$ cat config.mk
export PLATFORM = sky130hd
export DESIGN_NAME = instruction_fetch_queue
export DESIGN_NICKNAME = d
export VERILOG_FILES = /design/src/rtl/instruction_fetch_queue.sv
export SDC_FILE = /design/constraint.sdc
export NUM_CORES = 1
export LEC_CHECK = 0
export ABC_AREA = 1
export BUFFER_PORTS_ARGS = -buffer_cell sky130_fd_sc_hd__buf_4
export CAP_MARGIN = 0
export CORE_ASPECT_RATIO = 1.1
export CORE_UTILIZATION = 50
export CTS_CLUSTER_DIAMETER = 200
export DETAILED_ROUTE_END_ITERATION = 8
export PLACE_DENSITY = 0.7
export SYNTH_ARGS = -nofsm -noshare
export SYNTH_HDL_FRONTEND = slang
export SYNTH_SLANG_ARGS = --single-unit
$ cat constraint.sdc
create_clock -name clk -period 4.41 [get_ports clk]
set_input_delay 1.323 -clock clk [delete_from_list [all_inputs] [get_ports clk]]
set_output_delay 1.323 -clock clk [all_outputs]
set_load 0.05 [all_outputs]
$ cat src/rtl/instruction_fetch_queue.sv
// Instruction fetch queue: single-outstanding cache fetcher feeding a circular {pc, instr} FIFO.
// Optional misaligned-redirect checking is enabled with `define IFQ_MISALIGN_CHK_EN.
module instruction_fetch_queue #(
   parameter int               DEPTH     = 4,
   parameter int               XLEN      = 32,
   parameter logic [XLEN-1:0]  RESET_PC  = 32'h00000000,
   parameter logic [XLEN-1:0]  NOP_INSTR = 32'h00000013
) (
   input  logic                    clk,
   input  logic                    rst_n,
   input  logic                    redirect,
   input  logic [XLEN-1:0]         redirect_target,
   input  logic                    target_mod2,
   input  logic                    id_ready,
   output logic                    id_valid,
   output logic [XLEN-1:0]         id_pc,
   output logic [XLEN-1:0]         id_instr,
   output logic                    inst_read,
   output logic [XLEN-1:0]         inst_addr,
   input  logic                    inst_resp,
   input  logic [XLEN-1:0]         inst_rdata,
   output logic [$clog2(DEPTH):0]  occupancy,
   output logic                    misalign_err
);

   localparam int PW = $clog2(DEPTH);
   localparam int CW = PW + 1;

   typedef struct packed {
      logic [XLEN-1:0] pc;
      logic [XLEN-1:0] instr;
   } entry_t;

   entry_t          mem_q [DEPTH];
   logic [PW-1:0]   head_q, head_d, tail_q, tail_d;
   logic [CW-1:0]   count_q, count_d;
   logic [XLEN-1:0] fetch_pc_q, fetch_pc_d;
   logic [XLEN-1:0] req_addr_q, req_addr_d;
   logic            out_q, out_d;
   logic            drop_q, drop_d;
   logic            mis_q, mis_d;
   logic [XLEN-1:0] eff_tgt, tgt;
   logic            resp_fire, push, pop, free, start;

   assign eff_tgt = {redirect_target[XLEN-1:1], redirect_target[0] & ~target_mod2};

`ifdef IFQ_MISALIGN_CHK_EN
   // Misaligned target is still loaded, but fetch stays halted until an aligned redirect.
   assign tgt   = eff_tgt;
   assign mis_d = redirect ? (eff_tgt[1:0] != 2'b00) : mis_q;
`else
   localparam logic [XLEN-1:0] ALIGN_MASK = ~XLEN'(3);
   assign tgt   = eff_tgt & ALIGN_MASK;
   assign mis_d = 1'b0;
`endif

   assign id_valid     = (count_q != '0);
   assign id_pc        = mem_q[head_q].pc;
   assign id_instr     = id_valid ? mem_q[head_q].instr : NOP_INSTR;
   assign inst_read    = out_q;
   assign inst_addr    = req_addr_q;
   assign occupancy    = count_q;
   assign misalign_err = mis_q;

   // Redirect wins over push and pop; a response arriving with redirect is discarded.
   assign resp_fire = out_q & inst_resp;
   assign push      = resp_fire & ~drop_q & ~redirect;
   assign pop       = id_ready & id_valid & ~redirect;

   always_comb begin
      head_d     = head_q;
      tail_d     = tail_q;
      count_d    = count_q;
      fetch_pc_d = fetch_pc_q;
      if (redirect) begin
         head_d     = '0;
         tail_d     = '0;
         count_d    = '0;
         fetch_pc_d = tgt;
      end else begin
         if (push) begin
            tail_d     = tail_q + PW'(1);
            fetch_pc_d = fetch_pc_q + XLEN'(4);
         end
         if (pop) head_d = head_q + PW'(1);
         count_d = count_q + CW'(push) - CW'(pop);
      end
   end

   // The slot frees on the response cycle, so the next request can follow back-to-back.
   assign free  = ~out_q | resp_fire;
   assign start = free & (count_d < CW'(DEPTH)) & ~mis_d;

   always_comb begin
      out_d      = out_q;
      drop_d     = drop_q;
      req_addr_d = req_addr_q;
      if (start) begin
         out_d      = 1'b1;
         drop_d     = 1'b0;
         req_addr_d = fetch_pc_d;
      end else if (free) begin
         out_d  = 1'b0;
         drop_d = 1'b0;
      end else begin
         drop_d = drop_q | redirect;
      end
   end

   always_ff @(posedge clk or negedge rst_n) begin
      if (!rst_n) begin
         head_q     <= '0;
         tail_q     <= '0;
         count_q    <= '0;
         fetch_pc_q <= RESET_PC;
         req_addr_q <= RESET_PC;
         out_q      <= 1'b0;
         drop_q     <= 1'b0;
         mis_q      <= 1'b0;
      end else begin
         head_q     <= head_d;
         tail_q     <= tail_d;
         count_q    <= count_d;
         fetch_pc_q <= fetch_pc_d;
         req_addr_q <= req_addr_d;
         out_q      <= out_d;
         drop_q     <= drop_d;
         mis_q      <= mis_d;
      end
   end

   always_ff @(posedge clk) begin
      if (push) mem_q[tail_q] <= '{pc: req_addr_q, instr: inst_rdata};
   end

endmodule
======== Word level (Yosys, flattened, before mapping) ========
Memories as Yosys holds them, arrays and structs flattened.
Index checks and enable logic that the tools add are counted.
storage, ports and cells
  register bits after elaboration ......... 73
  latch bits .............................. 0
  RAM bits ................................ 256
  bits in read-only memories .............. 0
  input port bits ......................... 70
  output and inout bits ................... 102
  word-level logic and storage cells ...... 43
  memories ................................ 1
cells by class
  add/subtract/negate cells ............... 5
  multipliers ............................. 0
  div/mod/pow operators ................... 0
  $lt $le $gt $ge ......................... 1
  equality and inequality tests ........... 0
  shift operators ......................... 0
  multiplexer cells ....................... 14
  bitwise logic cells ..................... 11
  reduce and logical (&&, ||, !) cells .... 4
memories
  memory  words  bits a word  read ports  clocked after Yosys merged registers in  wr ports  line  source
  mem_q   4      64           1           0                                        1         34    entry_t mem_q [DEPTH];
operator list
  kind                                               count
  2-to-1 mux 32 bit                                  3
  adder 32 x 3 -> 32 bit, second input constant      1
  2-to-1 mux 2 bit                                   4
  bitwise AND 1 bit                                  6
  2-to-1 mux 1 bit                                   6
  nonzero test 2 bit                                 3
  adder 2 x 1 -> 2 bit, second input constant        2
  adder 3 x 1 -> 3 bit                               1
  less-than comparator 3 bit, second input constant  1
  2-to-1 mux 3 bit                                   1
  inverter 1 bit                                     3
  nonzero test 3 bit                                 1
  subtractor 3 x 1 -> 3 bit                          1
  bitwise OR 1 bit                                   2

======== Logic depth before layout (Yosys ltp) ========
Gate-level depths: netlist of run 1.
  word-level depth ........................ 9
  mapped depth ............................ 17
  gate-level depth less buffers ........... 16

======== Worst setup path after synthesis of run 1 ========
Ideal clock, no wire load.
  path kind ............................... in2reg
  start ................................... in inst_resp
  end ..................................... mem mem_q[0][0] (netlist bit) (enable)
  setup time .............................. 487 ps
  data arrival time ....................... 4466 ps
  data required time ...................... 3923 ps
  path slack .............................. -542 ps
  stages .................................. 4
  path buffers ............................ 0
  cells stage by stage .................... nand2_1 > nor2_2 > nand2_1 > nor2_1
on the way
  word-level cells in the longest chain between the ends .. 5
RTL lines
  element                                 line  source
  start: declaration                      20    input logic inst_resp,
  bitwise AND 1 bit                       66    assign resp_fire = out_q & inst_resp;
  bitwise AND 1 bit (2 in series)         67    assign push = resp_fire & ~drop_q & ~redirect;
  2-to-1 mux 1 bit                        133   if (push) mem_q[tail_q] <= '{pc: req_addr_q, instr: inst_rdata};
  2-to-1 mux 1 bit (implied by the code)  133
  end: declaration                        34
No other way between the ends.

======== Final worst setup path of run 1 ========
  start ................................... reg head_q[0]
  end ..................................... out id_instr[5]
on the way
  word-level cells in the longest chain between the ends .. 2
RTL lines
  element                   line  source
  start: declaration        35    logic [PW-1:0] head_q, head_d, tail_q, tail_d;
  start signal: assignment  112   head_q <= '0;
  start signal: assignment  121   head_q <= head_d;
  memory read (4 x 64 bit)  n/a
  2-to-1 mux 32 bit         59    assign id_instr = id_valid ? mem_q[head_q].instr : NOP_INSTR;
  end: declaration          17    output logic [XLEN-1:0] id_instr,
No other way between the ends.

==> flow_summary.toml, run 1 <==
[global_route]
grt_antenna_before_repair = 1
grt_pass1_wl_um = 47500
grt_max_degree = 74
grt_pass1_vias = 9016
grt-ovfl-total = 0
grtUsageTotal = 0.225

[power_and_ir_drop]
p_leak_nw = 6.36
ir_worst_vdd_mv = 0.437
p_per_area_nw_per_um2 = 695

[yosys]
yosysWarnings = 0
synth_top_area_cell = "edfxtp_1"
synth-main-ff-cell = "edfxtp_1"
ys_seq_area_frac = 0.705
synth_area_leaders = "edfxtp_1, dfrtp_1, nor2_1, o21ai_0, nand2_1"
yosys.cell_types.count = 39
synthCells = 1185
netlist_area_sq_um = 13500
async_flop_share = 0.222
synth_top_area_frac = 0.570
synth-edff-count = 256
synth_seq_cells = 329
synthesis.nets = 1263
yosysMostFrequentCell = "edfxtp_1"
synth_area_per_cell_sq_um = 11.4
synth_common_cells = "edfxtp_1, nor2_1, nand2_1, o21ai_0, dfrtp_1"

[job]
maxCapViolations = 0

[route]
drt_iter0_markers = 538
drc = 0
via_per_inst = 5.38
totalWireLength_um = 30500
wl_per_cell_um = 17.7
drt_pass1_iterations = 5
vias = 9260
drtAntennaViolNets = 0

[timing]
setup_violations = 0
report.final.slew_viol_count = 0
skew_ps = 13.0
timing.final.crit_share = 0.872
rsz0062_at_grt = "false"
fmax_ghz = 0.260
tns_ps = 0
maxSlewHeadroom = 0.381
worst_pin_slew_ps = 929
hold_viol = 0
setup_ws_ps = 567
min_period_ps = 3840
hold_slack_ps = 481

[clock_tree]
cts-htree-levels = 2
cts_tree = "yes"
clkSinkCount = 329
post_cts_resize_count = 0
clock_latency_ps = 500
cts.path.max_buffers = 3
cts_root_buf = "clkbuf_16"
cts_setup_buffers = 0
clkSlewWorstSetupHoldPaths_ps = 50
cts_made_buffers = 34
cts_hold_buf = 0

[hold_path]
min_to = "fetch_pc_q[1]"
hold_path.class = "reg -> reg"
min-delay-start = "fetch_pc_q[1]"
min_path_cells = 2

[place]
dp_cells = 1661
port_buffers = 167
pre_cts_slack_ps = 533
dp_hpwl_um = 18000
place_congestion = 0.893

[setup_path]
r2r_slack_ps = 1250
critical_path_class = "reg -> out"
startpoint_type = "flip-flop"
critPathMaxFanout = 36
reg2reg_depth = 15
critPathArrivalTime_ps = 2520
crit_path_end_kind = "primary output"
cp.required_ps = 3090
r2r_start = "occupancy[1]"
r2r_end = "inst_addr[21]"

[finish]
nNetsFinal = 1423
area_growth_pct = 21.3
drive_above_1_share = 0.200
final_cells = 1722
n_fill_cell = 2073

[floorplan]
die_h_um = 174
core_sq_um = 26300
die_area_sq_um = 27600
core.rowCount = 62
fp.dieW_um = 159
start_util = 0.513
io-pin-count = 172

[status]
outcome = "completed"
[registers in the layout, summed over array words and instances (netlist names)]
| name | cells |
|---|---|
| mem_q | 256 |
| fetch_pc_q | 32 |
| inst_addr | 32 |
| occupancy | 3 |
| head_q | 2 |
| tail_q | 2 |
| drop_q | 1 |
| inst_read | 1 |
[worst max-delay path by stage]
stage | from | end | slack (ps) | depth (start not counted)
after global routing | head_q[0] | id_instr[4] | 320 | 7
after CTS | head_q[0] | id_instr[4] | 510 | 7
final | head_q[0] | id_instr[5] | 570 | 5
after floorplan | inst_resp | mem_q[0][0] | -540 | 4
after global placement | inst_resp | inst_addr[5] | 610 | 12
after detailed placement | inst_resp | inst_addr[21] | 530 | 13
[worst max-delay path, stage by stage (launching register included)]
cell,delay (ps)
dfrtp_4,570
clkinv_2,380
buf_4,410
o21ai_0,150
a21oi_1,240
buf_4,240
[power breakdown]
group	internal [W]	switching, W	leakage, nW
combinational	0.00110	0.00308	2.59
clock	0.00187	0.00112	0.571
sequential	0.00384	0.000361	3.20
[layout by cell type, fill, tap and decap left out, types with 6 or more instances in the layout]
cell and count:
nand3_1 40, nand4_1 16, o21ai_1 7, buf_12 6, nor2_4 10, clkbuf_16 37, o21ai_0 132, nor2_2 6
buf_4 178, nand2_1 170, bufinv_16 6, inv_1 45, dfrtp_1 71, nor2_1 224, xor2_1 7, clkbuf_1 6
a21oi_1 36, o22ai_1 32, edfxtp_1 256, a21boi_1 8, clkinv_1 7, or2_2 13, ha_1 7
[routing by layer]
layer | vias to the layer above | GRT usage | share of wire
li1 | 4441 | - | -
met2 | 292 | 0.363 | 0.47
met1 | 4465 | 0.306 | 0.44
met4 | 0 | 0.0809 | 0.029
met5 | - | 0 | 0
met3 | 62 | 0.0381 | 0.063
[area by class of cell]
| cell class | count | area [sq um] | area share |
|---|---|---|---|
| clock buffer | 43 | 948 | 0.0580 |
| tap | 352 | 440 | 0.0269 |
| timing repair buffer | 184 | 1460 | 0.0890 |
| sequential | 329 | 9520 | 0.582 |
| inverter | 51 | 193 | 0.0118 |
| antenna | 1 | 2.50 | 0.000153 |
| multi-input combinational | 745 | 3570 | 0.218 |
| clock inverter | 17 | 233 | 0.0142 |
[kinds of logic (layout without fill, tap and decap cells)]
family	Yosys count	after routing	synth area share
buf+inv	111	295	0.0328
flops	329	329	0.705
xor+xnor	8	8	0.00519
compound gates	233	233	0.0943
simple gates	495	495	0.154
fa+ha+maj	8	8	0.00798
other cells	1	2	0.000278
[metrics by stage]
stage / cell area (sq um) / util / power (W)
floorplan: 13500 / - / 0.00702
global placement: 15200 / 0.577 / 0.00839
detailed placement: 15200 / 0.577 / 0.00845
CTS: 16400 / 0.622 / 0.0114
global route: 16400 / 0.622 / 0.0119
finish: 16400 / 0.622 / 0.0114
Power figures use the tool's default switching activity.
==> inputs of run 2 (changes only) <==
==> constraint.sdc (replaced) <==
create_clock -name clk -period 4.41 [get_ports clk]
set_input_delay 1.1025 -clock clk [delete_from_list [all_inputs] [get_ports clk]]
set_output_delay 1.1025 -clock clk [all_outputs]
set_load 0.02 [all_outputs]
==> run 2 against run 1 <==
Against the previous run: critical path type unchanged; routed wire length shrank 1.1%; clock skew fell by 1.6 ps; fmax increased by 3.2%; clock power fell by 12%; die area stayed put; via count fell by 1.2%; setup slack better by 120 ps.
==> flow_summary.toml, run 2 (synthesis results as in run 1) <==
[status]
outcome = "completed"

[clock_tree]
cts-htree-levels = 1
cts_setup_buffers = 0
clock_latency_ps = 550
cts.path.max_buffers = 3
cts_made_buffers = 31
post_cts_resize_count = 0
cts_tree = "yes"
cts_hold_buf = 0
cts_root_buf = "clkbuf_16"
clkSlewWorstSetupHoldPaths_ps = 60
clkSinkCount = 329

[setup_path]
critical_path_class = "reg -> out"
cpMostUsedCell = "buf_4"
crit_path_end_kind = "primary output"
r2r_start = "occupancy[1]"
critPathMaxFanout = 36
cp.required_ps = 3310
cp-startpoint = "head_q[0]"
critPathArrivalTime_ps = 2620
slowest_delay_ps = 670
cp_num_buf_inv = 3
startpoint_type = "flip-flop"
cp_top_family = "buffers and inverters"
slowest_stage = "dfrtp_4"
cp_cell_sequence = "clkinv_2 -> buf_4 -> o21ai_0 -> a21oi_1 -> buf_4"

[power_and_ir_drop]
ir_worst_vdd_mv = 0.379
internal-power_w = 0.00646
clkPwrFrac = 0.266
p_per_area_nw_per_um2 = 610
p_leak_nw = 6.27
swShare = 0.345
seqPwrFrac = 0.427
p_total_w = 0.00987
p_switching_w = 0.00341
comb_power_share = 0.307

[timing]
setup_violations = 0
worst_pin_slew_ps = 937
skew_ps = 11.4
hold_slack_ps = 486
timing.final.crit_share = 0.845
report.final.slew_viol_count = 0
rsz0062_at_grt = "false"
fmax_ghz = 0.268
min_period_ps = 3720
hold_viol = 0
maxSlewHeadroom = 0.375

[finish]
n_fill_cell = 2101
drive_above_1_share = 0.199
final_common_cell = "edfxtp_1"
final_cell_mix = "edfxtp_1, nor2_1, buf_4"
design_area_sq_um = 16200
post-route-util = 0.615
largest_register = "mem_q"
area_growth_pct = 19.9
nNetsFinal = 1420
largest_reg_flops = 256
final_cells = 1719

[floorplan]
io-pin-count = 172
die_area_sq_um = 27600
die_h_um = 174
core.rowCount = 62
fp.dieW_um = 159
start_util = 0.513
core_sq_um = 26300

[global_route]
grtUsageTotal = 0.219
grt_antenna_before_repair = 1
grt_pass1_vias = 8816
grt_max_degree = 74
grt_pass1_wl_um = 46700
grt-ovfl-total = 0

[route]
wl_per_cell_um = 17.5
drt_iter0_markers = 726
vias = 9153
drc = 0
drtAntennaViolNets = 0
totalWireLength_um = 30100
via_per_inst = 5.32
drt_pass1_iterations = 5

[job]
maxCapViolations = 0

[place]
placed_area_sq_um = 15200
dp_cells = 1661
port_buffers = 167
dp_hpwl_um = 18000
place_congestion = 0.891

[hold_path]
min-delay-start = "fetch_pc_q[0]"
hold_path.class = "reg -> reg"
[run 2: power groups by stage]
stage	Combinational, W	Sequential, W	Clock (W)
final	0.00303	0.00422	0.00262
after global routing	0.00331	0.00427	0.00278
after CTS	0.00306	0.00421	0.00267
after detailed placement	0.00305	0.00427	0
after global placement	0.00301	0.00427	0
after floorplan	0.00162	0.00430	0
[run 2: metrics by stage]
stage | setup TNS [ps] | setup WS [ps]
final | 0 | 686
after global routing | 0 | 491
after CTS | 0 | 640
after detailed placement | 0 | 624
after global placement | 0 | 682
after floorplan | -78390 | -306
[run 2: path summary, 6_finish.rpt]
path	to	slack, ps	cells past startpoint
worst max-delay path	id_instr[29]	690	5
worst max register to register	inst_addr[5]	1250	14
worst min-delay path	fetch_pc_q[0]	490	2
max in group asynchronous	head_q[0]	2990	1
min in group asynchronous	fetch_pc_q[22]	700	1
worst min register to register	fetch_pc_q[0]	490	2
[run 2: layout make-up]
class	instances	area [sq um]	share of cell area
Sequential cell	329	9520	0.589
Timing Repair Buffer	184	1440	0.0893
Clock inverter	19	186	0.0115
Clock buffer	38	822	0.0508
Antenna cell	1	2.50	0.000155
Multi-Input combinational cell	745	3570	0.221
Inverter	51	193	0.0119
Tap cell	352	440	0.0272
[run 2: worst reg2reg max path, delay by kind of cell, from the launching register on]
kind                     cells  cell delay, ps
adder cells (fa/ha/maj)      3             870
buffers and inverters        4             740
AND/OR/NAND/NOR              5             650
flip-flops                   1             400
AO/OA/AOI/OAI                2             370
[run 2: metal layers]
layer / up-vias / global-route usage / wire length [um] / part of all wire
li1: 4449 / - / - / -
met4: 0 / 0.0517 / 514 / 0.017
met5: - / 0 / 0 / 0
met1: 4391 / 0.304 / 13700 / 0.45
met3: 34 / 0.0381 / 1900 / 0.063
met2: 279 / 0.359 / 14000 / 0.47
==> inputs of run 3 (changes only) <==
ABC_AREA = 0   (was 1)
PLACE_DENSITY = 0.73   (was 0.7)
clock period = 3.1 ns   (was 4.41 ns; I/O delays follow)
==> run 3 against run 2 <==
Against the previous run: core utilization up 2.1 points; die area down 2.6%; clock skew down 1.5 ps; synthesized cell count down 39%; critical path depth down 1; non-clock buffer count up 16; highest routed layer unchanged.
==> flow_summary.toml, run 3 <==
[timing]
rsz0062_at_grt = "false"
skew_ps = 9.96
fmax_ghz = 0.339
hold_viol = 0
min_period_ps = 2950
setup_violations = 0
report.final.slew_viol_count = 0
timing.final.crit_share = 0.952
worst_pin_slew_ps = 687
maxSlewHeadroom = 0.538

[yosys]
synthCells = 725
synthesis.nets = 803
synth-edff-count = 256
synth_top_area_cell = "edfxtp_1"
synth_top_area_frac = 0.585
ys_seq_area_frac = 0.724
synth_area_leaders = "edfxtp_1, dfrtp_1, mux4_2, mux2_2, and2_1"
yosysWarnings = 0
synth-main-ff-cell = "edfxtp_1"
synth_seq_cells = 329
synth_common_cells = "edfxtp_1, dfrtp_1, mux4_2, and2_1, nand2_1"
netlist_area_sq_um = 13100
async_flop_share = 0.222
synth_area_per_cell_sq_um = 18.1
yosys.cell_types.count = 49
yosysMostFrequentCell = "edfxtp_1"

[clock_tree]
cts_setup_buffers = 0
cts.path.max_buffers = 3
cts_tree = "yes"
post_cts_resize_count = 0
cts_made_buffers = 34
clock_latency_ps = 500
cts_root_buf = "clkbuf_16"
cts-htree-levels = 2
cts_hold_buf = 0
clkSinkCount = 329
clkSlewWorstSetupHoldPaths_ps = 60

[route]
via_per_inst = 5.44
vias = 7051
drt_pass1_iterations = 4
drt_iter0_markers = 368
wl_per_cell_um = 20.6
drtAntennaViolNets = 0
totalWireLength_um = 26800
drc = 0

[finish]
seqCellArea_sq_um = 9520
largest_reg_flops = 256
final_common_cell = "edfxtp_1"
area_growth_pct = 23.7
final_cell_mix = "edfxtp_1, buf_4, dfrtp_1"
multi_input_area_sq_um = 3440
nNetsFinal = 1002
drive_above_1_share = 0.378
design_area_sq_um = 16300
largest_register = "mem_q"
n_fill_cell = 1834

[global_route]
grt_max_degree = 59
grt_pass1_vias = 7343
grt-ovfl-total = 0
grt_antenna_before_repair = 2
grt_pass1_wl_um = 41400
grtUsageTotal = 0.207

[setup_path]
reg2reg_depth = 13
startpoint_type = "flip-flop"
critPathMaxFanout = 10
critPathArrivalTime_ps = 2180
crit_path_end_kind = "primary output"
critical_path_class = "reg -> out"
r2r_slack_ps = 230
cp.required_ps = 2320

[floorplan]
core.rowCount = 61
core_sq_um = 25600
start_util = 0.514
fp.dieW_um = 157
die_h_um = 172
io-pin-count = 172
die_area_sq_um = 26900

[power_and_ir_drop]
seqPwrFrac = 0.426
internal-power_w = 0.00984
clkPwrFrac = 0.288
p_per_area_nw_per_um2 = 860
ir_worst_vdd_mv = 0.533
p_total_w = 0.0140
comb_power_share = 0.285
p_switching_w = 0.00414
p_leak_nw = 5.96
swShare = 0.296

[place]
placed_area_sq_um = 15100
port_buffers = 167
place_congestion = 0.788
dp_hpwl_um = 17500

[hold_path]
hold_path.class = "in -> async"

[status]
outcome = "completed"

[job]
maxCapViolations = 0
[run 3: changes by cell type after synthesis, moves of 27 or more]
cell and delta:
nand2_1 -141, a21oi_1 -28, mux4_2 +64, nor2_1 -209, and2_1 +31, nand3_1 -27
o22ai_1 -27, o21ai_0 -124
[run 3: critical path, stage by stage, from the launching register on]
cell and delay, ps:
dfrtp_4 450, buf_4 250, mux4_2 520, or2_2 310, buf_4 160
[run 3: layout make-up]
cell class                 instances  area share
tap                              346      0.0266
multi-input combinational        334       0.211
timing repair buffer             200       0.102
antenna                            2    0.000308
inverter                          25     0.00593
sequential                       329       0.586
clock buffer                      44      0.0566
clock inverter                    17      0.0118
[run 3: routing by layer]
layer	vias to the layer above	GRT usage	routed length (um)
li1	3210	-	-
met1	3606	0.274	11400
met2	197	0.347	13400
met3	38	0.0416	1540
met4	0	0.0618	480
met5	-	0	0
[run 3: worst paths after layout]
path,startpoint,endpoint
setup / recovery,head_q[0],id_instr[0]
hold / removal,rst_n,inst_addr[5]
setup reg to reg,occupancy[1],inst_addr[29]
hold reg to reg,fetch_pc_q[0],fetch_pc_q[0]
max in group asynchronous,rst_n,inst_addr[29]
min in group clk,inst_rdata[0],mem_q[3][0]
[run 3: power groups by stage]
stage | registers, W | clock network (W) | logic [W]
after detailed placement | 0.00605 | 0 | 0.00405
after CTS | 0.00597 | 0.00413 | 0.00406
after floorplan | 0.00614 | 0 | 0.00220
final | 0.00596 | 0.00403 | 0.00399
after global placement | 0.00602 | 0 | 0.00400
after global routing | 0.00604 | 0.00430 | 0.00428
[run 3: logic make-up (layout without fill, tap and decap cells)]
| kind of cell | Yosys count | after routing | share of synthesized area |
|---|---|---|---|
| multiplexers | 100 | 100 | 0.139 |
| flip-flops | 329 | 329 | 0.724 |
| buffers and inverters | 62 | 286 | 0.0192 |
| XOR/XNOR | 29 | 29 | 0.0205 |
| AO/OA/AOI/OAI | 43 | 43 | 0.0203 |
| other | 1 | 3 | 0.000285 |
| AND/OR/NAND/NOR | 153 | 153 | 0.0682 |
| adder cells (fa/ha/maj) | 8 | 8 | 0.00819 |
[run 3: per-stage QoR]
step           hold WS (ps)   util  std cells  setup TNS [ps]  setup WS [ps]
2_1_floorplan           472      -        725           -2080           -143
3_3_place_gp            510  0.592       1234               0           22.5
3_5_place_dp            505  0.592       1234           -76.1          -43.2
4_1_cts                 300  0.635       1295               0            100
5_1_grt                 312  0.636       1297               0           46.1
6_report                270  0.636       1297               0            149
